==> src/rtl/mux_sequencial_param.sv <==
// rtl/mux_sequencial_param.sv - N-channel registered mux with manual select and timed auto scan
//
// Purpose:
//   Selects one of CANAIS packed W-bit channels onto a registered output.
//   MANUAL mode uses selector S directly. AUTO mode scans the channels in
//   ascending order, holding each one for DWELL enabled cycles. While a
//   channel is held, Y follows that channel's live data.
//
// Ports:
//   CLK      in   1             rising-edge clock
//   RST      in   1             synchronous reset, active-high, beats EN
//   D        in   CANAIS*WIDTH  packed channels, channel k = D[k*WIDTH +: WIDTH]
//   S        in   SEL_W         manual selector
//   MODO     in   1             0 = MANUAL, 1 = AUTO
//   EN       in   1             clock enable, low freezes Y/CANAL/cnt/state
//   MASCARA  in   CANAIS        (MASK_EN only) 1 = skip channel
//   Y        out  WIDTH         registered selected data
//   CANAL    out  SEL_W         index of the channel currently on Y
//   VALID    out  1             Y holds a legal channel this cycle
//   WRAP     out  1             one-cycle pulse when the auto scan wraps
//
// Build option:
//   MASK_EN  adds MASCARA and the masked-channel skip logic.

module mux_sequencial_param #(
  parameter int WIDTH  = 1,
  parameter int CANAIS = 4,
  parameter int SEL_W  = 2,
  parameter int DWELL  = 4
) (
  input  logic                    CLK,
  input  logic                    RST,
  input  logic [CANAIS*WIDTH-1:0] D,
  input  logic [SEL_W-1:0]        S,
  input  logic                    MODO,
  input  logic                    EN,
`ifdef MASK_EN
  input  logic [CANAIS-1:0]       MASCARA,
`endif
  output logic [WIDTH-1:0]        Y,
  output logic [SEL_W-1:0]        CANAL,
  output logic                    VALID,
  output logic                    WRAP
);

  localparam int CNT_W = $clog2(DWELL) + 1;

  typedef enum logic {
    ST_MANUAL = 1'b0,
    ST_AUTO   = 1'b1
  } state_t;

  state_t           state_q, state_d;
  logic [WIDTH-1:0] y_q, y_d;
  logic [SEL_W-1:0] canal_q, canal_d;
  logic [CNT_W-1:0] cnt_q, cnt_d;
  logic             valid_q, valid_d;
  logic             wrap_q, wrap_d;

  // Scan helpers: lowest usable channel, next usable channel above the
  // current one, and whether any channel is usable at all.
  int               canal_i;
  int               first_idx;
  int               above_idx;
  logic             above_found;
  logic             any_usable;
  logic             s_legal;

  // Variable channel lookup written as a compare loop so an out-of-range
  // index simply yields zero instead of reading past the bus.
  function automatic logic [WIDTH-1:0] chan_data(input logic [CANAIS*WIDTH-1:0] d_bus,
                                                 input int idx);
    logic [WIDTH-1:0] r;
    r = '0;
    for (int k = 0; k < CANAIS; k++) begin
      if (k == idx) r = d_bus[k*WIDTH +: WIDTH];
    end
    return r;
  endfunction

  assign canal_i = int'(canal_q);

`ifdef MASK_EN
  function automatic logic chan_masked(input logic [CANAIS-1:0] msk, input int idx);
    logic r;
    r = 1'b1;
    for (int k = 0; k < CANAIS; k++) begin
      if (k == idx) r = msk[k];
    end
    return r;
  endfunction

  // Descending walk so the last hit recorded is the lowest qualifying index.
  always_comb begin
    first_idx   = 0;
    above_idx   = 0;
    above_found = 1'b0;
    any_usable  = 1'b0;
    for (int k = CANAIS - 1; k >= 0; k--) begin
      if (!MASCARA[k]) begin
        first_idx  = k;
        any_usable = 1'b1;
        if (k > canal_i) begin
          above_idx   = k;
          above_found = 1'b1;
        end
      end
    end
  end

  assign s_legal = (int'(S) < CANAIS) && !chan_masked(MASCARA, int'(S));
`else
  always_comb begin
    first_idx   = 0;
    any_usable  = 1'b1;
    above_found = (canal_i < CANAIS - 1);
    above_idx   = canal_i + 1;
  end

  assign s_legal = (int'(S) < CANAIS);
`endif

  // Next-state and output logic. VALID and WRAP default low so a frozen
  // cycle (EN=0) reports nothing while all other state holds.
  always_comb begin
    state_d = state_q;
    y_d     = y_q;
    canal_d = canal_q;
    cnt_d   = cnt_q;
    valid_d = 1'b0;
    wrap_d  = 1'b0;

    if (EN) begin
      if (!MODO) begin
        // MANUAL (also covers the edge that leaves AUTO).
        state_d = ST_MANUAL;
        canal_d = S;
        if (s_legal) begin
          y_d     = chan_data(D, int'(S));
          valid_d = 1'b1;
        end else begin
          y_d     = '0;
        end
      end else if (state_q == ST_MANUAL) begin
        // AUTO entry: the scan always restarts from the lowest usable channel.
        state_d = ST_AUTO;
        cnt_d   = '0;
        if (any_usable) begin
          canal_d = SEL_W'(first_idx);
          y_d     = chan_data(D, first_idx);
          valid_d = 1'b1;
        end
      end else if (any_usable) begin
        if (int'(cnt_q) == DWELL - 1) begin
          cnt_d   = '0;
          valid_d = 1'b1;
          if (above_found) begin
            canal_d = SEL_W'(above_idx);
            y_d     = chan_data(D, above_idx);
          end else begin
            // No usable channel above the current one: wrap to the bottom.
            canal_d = SEL_W'(first_idx);
            y_d     = chan_data(D, first_idx);
            wrap_d  = 1'b1;
          end
        end else begin
          cnt_d   = cnt_q + CNT_W'(1);
          y_d     = chan_data(D, canal_i);
          valid_d = 1'b1;
        end
      end
      // AUTO with every channel masked: CANAL/Y/cnt hold, VALID stays low.
    end
  end

  always_ff @(posedge CLK) begin
    if (RST) begin
      state_q <= ST_MANUAL;
      y_q     <= '0;
      canal_q <= '0;
      cnt_q   <= '0;
      valid_q <= 1'b0;
      wrap_q  <= 1'b0;
    end else begin
      state_q <= state_d;
      y_q     <= y_d;
      canal_q <= canal_d;
      cnt_q   <= cnt_d;
      valid_q <= valid_d;
      wrap_q  <= wrap_d;
    end
  end

  assign Y     = y_q;
  assign CANAL = canal_q;
  assign VALID = valid_q;
  assign WRAP  = wrap_q;

endmodule

==> config.mk <==
export PLATFORM = sky130hd
export DESIGN_NAME = mux_sequencial_param
export DESIGN_NICKNAME = d
export VERILOG_FILES = /design/src/rtl/mux_sequencial_param.sv
export SDC_FILE = /design/constraint.sdc
export NUM_CORES = 1
export LEC_CHECK = 0
export CAP_MARGIN = 20
export CORE_AREA = 3 3 40 42
export CTS_CLUSTER_DIAMETER = 80
export DETAILED_ROUTE_END_ITERATION = 10
export DIE_AREA = 0 0 43 45
export PLACE_DENSITY_LB_ADDON = 0.25
export REMOVE_ABC_BUFFERS = 1
export SYNTH_ARGS = -nofsm -noshare
export SYNTH_HDL_FRONTEND = slang
export SYNTH_SLANG_ARGS = --single-unit
==> constraint.sdc <==
create_clock -name CLK -period 1.9 [get_ports CLK]
set_input_delay 0.475 -clock CLK [delete_from_list [all_inputs] [get_ports CLK]]
set_output_delay 0.475 -clock CLK [all_outputs]
set_load 0.02 [all_outputs]
Yosys cells after proc, flatten, opt, wreduce, memory -nomap -nowiden. Cells that the tools add are included.

Equality and inequality tests: 11. Bitwise gates (word level): 4. $lt $le $gt $ge: 1. Reduce and logical (&&, ||, !) cells: 6. Muxes and demuxes: 25. Add/subtract/negate cells: 2.

Operators by type and width (number): logical NOT 32 bit (2); 2-to-1 mux 1 bit (19); == test 2 bit (first input constant) (4); 2-to-1 mux 2 bit (4); == test 2 x 3 -> 1 bit (first input constant) (2); 2-to-1 mux 3 bit (2); OR reduction 5 bit (1); == test 1 x 2 -> 1 bit (first input constant) (2); inverter 1 bit (4); AND reduction 2 bit (2); adder 2 x 1 -> 3 bit (second input constant) (1); adder 3 x 1 -> 3 bit (second input constant) (1); == test 1 x 3 -> 1 bit (first input constant) (1); == test 3 bit (second input constant) (1); inequality test 3 x 2 -> 1 bit (second input constant) (1); logical NOT 2 bit (1); < comparator 2 bit (second input constant) (1).

Output and inout port bits: 5. Word-level logic and storage cells: 55. Input bits: 10. Flip-flop bits (word level): 9.

Longest topological paths before layout.
Depth after elaboration: 10. Mapped depth: 7. Mapped depth without buffers: 7.

Least setup slack after synthesis. OpenSTA, ideal clock, no wires.

Path kind: flip-flop to flip-flop. Start point: reg canal_q[0] (netlist: CANAL[0]). End point: reg y_q (netlist: Y). Required time: 1.775 ns. Period minus slack after synthesis: 1.824 ns. Arrival time: 1.698 ns. Buffers on the path: 0. Stages on the path, launching flop included: 8. Path slack: 0.076 ns. Setup time: 0.125 ns. Cell sequence: dfxtp_1 > inv_1 > ha_1 > a211oi_1 > o21ai_0 > a221o_1 > a41oi_1 > a211oi_1.

Longest elaborated chain between the ends: 10. Elaborated cells on any way between the ends: 22. Those cells by class: add/sub (1); order compare (1); eq/ne (6); mux (12); reduce/logical (2).

RTL lines: start: declaration (RTL line 55) `logic [SEL_W-1:0] canal_q, canal_d;`; start signal: assignment (RTL line 187) `canal_q <= canal_d;`; adder 2 x 1 -> 3 bit (RTL line 117) `above_idx = canal_i + 1;`; logical NOT 32 bit (RTL line 76) `if (k == idx) r = d_bus[k*WIDTH +: WIDTH];`; 2-to-1 mux 1 bit (4 in a row) (RTL line 76); 2-to-1 mux 1 bit (RTL line 157) `if (above_found) begin`; 2-to-1 mux 1 bit (*) (RTL line 154) `if (int'(cnt_q) == DWELL - 1) begin`; 2-to-1 mux 1 bit (*) (RTL line 144) `end else if (state_q == ST_MANUAL) begin`; 2-to-1 mux 1 bit (*) (RTL line 134) `if (!MODO) begin`; end signal: assignment (RTL line 186) `y_q <= y_d;`; end: declaration (RTL line 54) `logic [WIDTH-1:0] y_q, y_d;`.

Mark *: on every way between the ends. The rest lies on a longest branch, timed or not. A chain may end at the register's enable or synchronous reset.

Final worst setup path.
Start point: in S[0]. End point: reg y_q (netlist: Y).

Longest elaborated chain between the ends: 6. Elaborated cells on any way between the ends: 9. Those cells by class: eq/ne (3); mux (5); reduce/logical (1).

RTL lines: start: declaration (RTL line 34) `input logic [SEL_W-1:0] S,`; logical NOT 2 bit (RTL line 76); 2-to-1 mux 1 bit (3 in a row) (RTL line 76); 2-to-1 mux 1 bit (*) (RTL line 76); 2-to-1 mux 1 bit (*) (RTL line 134).

Marks and branches as above.

==> impl_results.md <==
* Outcome: finished clean
* R2R Setup Slk at 0.12 ns
* Synthesized cell area at 573 um2
* Residual DRC at 0
* Worst setup SP type: input pin
* DR vias/cell at 5.37
* Max Root-Sink Buffers at 2
* CP startpoint: S[0]
* Row count at 13
* Initial antenna violation count at 0
* Top Family by Delay on Critical Path: multiplexers
* Chip width at 43 um
* Num Clock Sinks at 9
* Final Max Tran Viols at 0
* Levels on crit path at 6
* Vias in the first global route at 513
* Worst-skew pair later-pin latency at 0.26 ns
* Crit path kind: in2reg
* Power per standard cell area at 576 nW/um2
* First-pass GRT wire length at 2190 um
* Crit share post-route at 98.3%
* Final WL at 1430 um
* Final hold vios at 0
* TritonCTS buffer count at 3
* Grt ovf at 0
* Main synth FF type: dfxtp_1
* CP cell instances: clkdlybuf4s50_1, mux4_2, a31oi_2, o21ai_1, a41oi_1, a211oi_1
* DIE AREA at 1940 um2
* Final ANT Viol Nets at 0
* Filler instances at 126
* Post-synthesis sequential area ratio at 31.4%
* Largest cells by area after synthesis: dfxtp_1, ha_1, a21oi_1
* Commonest non-fill, non-tap cells in the layout: clkdlybuf4s50_1, dfxtp_1, buf_4
* Leakage power at 0.349 nW
* Worst Tran Pin Value at 0.360 ns
* Placer Congestion at 0.755
* R2R depth at 7
* Root cell of the clock tree: clkbuf_4
* Commonest non-fill, non-tap cell in the layout: clkdlybuf4s50_1
* CP bufs+invs at 1
* Number of max-cap violations at 0
* Tot Pwr at 0.473 mW
* Worst rel slew slack at 75.9%
* Crit. End Element: flop
* Worst EP required at 2.04 ns
* Syn avg cell area at 8.55 um2
* DR iter-0 viols at 6
* F_max at 536 MHz
* Total I/O pin count at 15
* Synth cell types at 27
* CTS clock-pin slew for the worst setup and hold paths at 0.06 ns
* Cells after Synth at 67
* Min Tclk post-route at 1.87 ns
* Data arrival, critical path at 2.00 ns
* Area Growth Syn to Fin at 43.4%
* Worst IR Drop VDD at 407 uV
* Critical Path Max Stage Delay at 0.53 ns
* Placed cells at 103
* FFs w/ async S/R, synth at 0%
* Final cell count without fillers at 107
* Critical path peak fanout at 2
* Post-synth EDFFs at 0
* Clock skew at 0.00178 ns
* Flops & latches, synth at 9
* First-pass DRT Iterations at 4
* Hold Crit Class: reg2reg
* Die height at 45 um
* Area leader, netlist: dfxtp_1
* Synth top area share at 31.4%
* Core ar. at 1280 um2
* Drt wl/cell at 13.3 um
* Share of layout cells above drive strength 1 at 16.3%
* Post-CTS Setup Inserts at 0
* H-tree depth at 1
* # diodes at 0
* R2r endpoint: Y$_SDFFE_PP0P_
* I/O Buffers at 14
* Reg2reg start: CANAL[0]$_SDFFE_PP0P_
* Largest net degree at the start of global routing at 10
* Setup crit end: Y$_SDFFE_PP0P_
* Initial core utilization at 44.6%
* Post-DP HPWL at 1110 um
* Setup Viol. Count Final at 0
* Nets at 110
* Vias at 575
* Crit-path slowest cell: mux4_2
* CTS tree: yes
* Synth Warn # at 0
* All-layer global routing usage at 15.2%
==> flip-flops by register name, summed over array words and instances, names as in the netlist <==
| name | flops |
|---|---|
| cnt_q | 3 |
| state_q | 1 |
| Y | 1 |
| WRAP | 1 |
| CANAL | 2 |
| VALID | 1 |
==> power breakdown <==
group / internal [mW] / switching (mW) / total [mW]
combinational: 0.0657 / 0.0571 / 0.123
sequential: 0.196 / 0.00712 / 0.203
clock: 0.0809 / 0.0665 / 0.147
==> per-layer routing <==
layer / global-route usage [%] / routed length (um) / vias to the layer above
met5: 0 / 0 / -
met4: 1.81 / 0 / 0
met3: 6.37 / 67 / 0
met2: 27.5 / 733 / 11
met1: 17.3 / 626 / 270
li1: - / - / 294
==> worst register-to-register path, cell delays in order (launching register included) <==
cell	delay [ns]
dfxtp_1	0.39
inv_1	0.11
ha_1	0.26
nor3b_1	0.22
nor3_1	0.08
a221o_1	0.33
a41oi_1	0.21
a211oi_1	0.07
==> cell usage after synthesis, types with 2 or more instances <==
| library cell | n |
|---|---|
| nor2_1 | 5 |
| a311oi_1 | 2 |
| a211oi_1 | 2 |
| ha_1 | 7 |
| dfxtp_1 | 9 |
| inv_1 | 6 |
| nand2_1 | 6 |
| nand3_1 | 3 |
| a21oi_1 | 6 |
| nor3b_1 | 3 |
| a31oi_1 | 2 |
==> worst min path at each step <==
stage,start,end,slack (ns),cells past startpoint
after detailed placement,cnt_q[1]$_SDFFE_PP0P_,cnt_q[1]$_SDFFE_PP0P_,0.45,2
final,cnt_q[1]$_SDFFE_PP0P_,cnt_q[1]$_SDFFE_PP0P_,0.46,2
after global placement,cnt_q[1]$_SDFFE_PP0P_,cnt_q[1]$_SDFFE_PP0P_,0.45,2
after global routing,cnt_q[1]$_SDFFE_PP0P_,cnt_q[1]$_SDFFE_PP0P_,0.48,2
after floorplan,cnt_q[1]$_SDFFE_PP0P_,cnt_q[1]$_SDFFE_PP0P_,0.43,2
after CTS,cnt_q[1]$_SDFFE_PP0P_,cnt_q[1]$_SDFFE_PP0P_,0.46,2
==> area by class of cell <==
type	count	area [um2]	share of cell area [%]
multi-input combinational	50	364	44.3
timing repair buffer	23	210	25.6
sequential	9	180	21.9
clock buffer	4	26.3	3.20
inverter	6	22.5	2.74
tap	15	18.8	2.28
==> metrics by stage <==
stage          TNS, ns  hold slack, ns  utilization (%)  setup slack [ns]  cell area [um2]
5_1_grt        -0.0291           0.478             64.0           -0.0291              822
2_1_floorplan        0           0.430                -            0.0765              561
6_report             0           0.458             64.0            0.0330              822
4_1_cts              0           0.458             63.3           0.00675              813
3_5_place_dp    -0.278           0.450             61.2            -0.278              787
3_3_place_gp    -0.219           0.447             61.2            -0.219              787
==> repair_timing <==
action,CTS,global route
gates resized for setup,0,2
endpoints found under the setup margin,1,2
pin swaps,1,0
hold buffers,0,0
==> cell families after synthesis <==
family / after synthesis / share of synthesized area (%)
AOI/OAI and AO/OA: 17 / 19.4
adders and majority gates: 7 / 15.3
buffers and inverters: 8 / 6.11
DFF: 9 / 31.4
muxes: 1 / 3.93
and+or+nand+nor: 25 / 23.8
(Power assumes the default switching activity.)
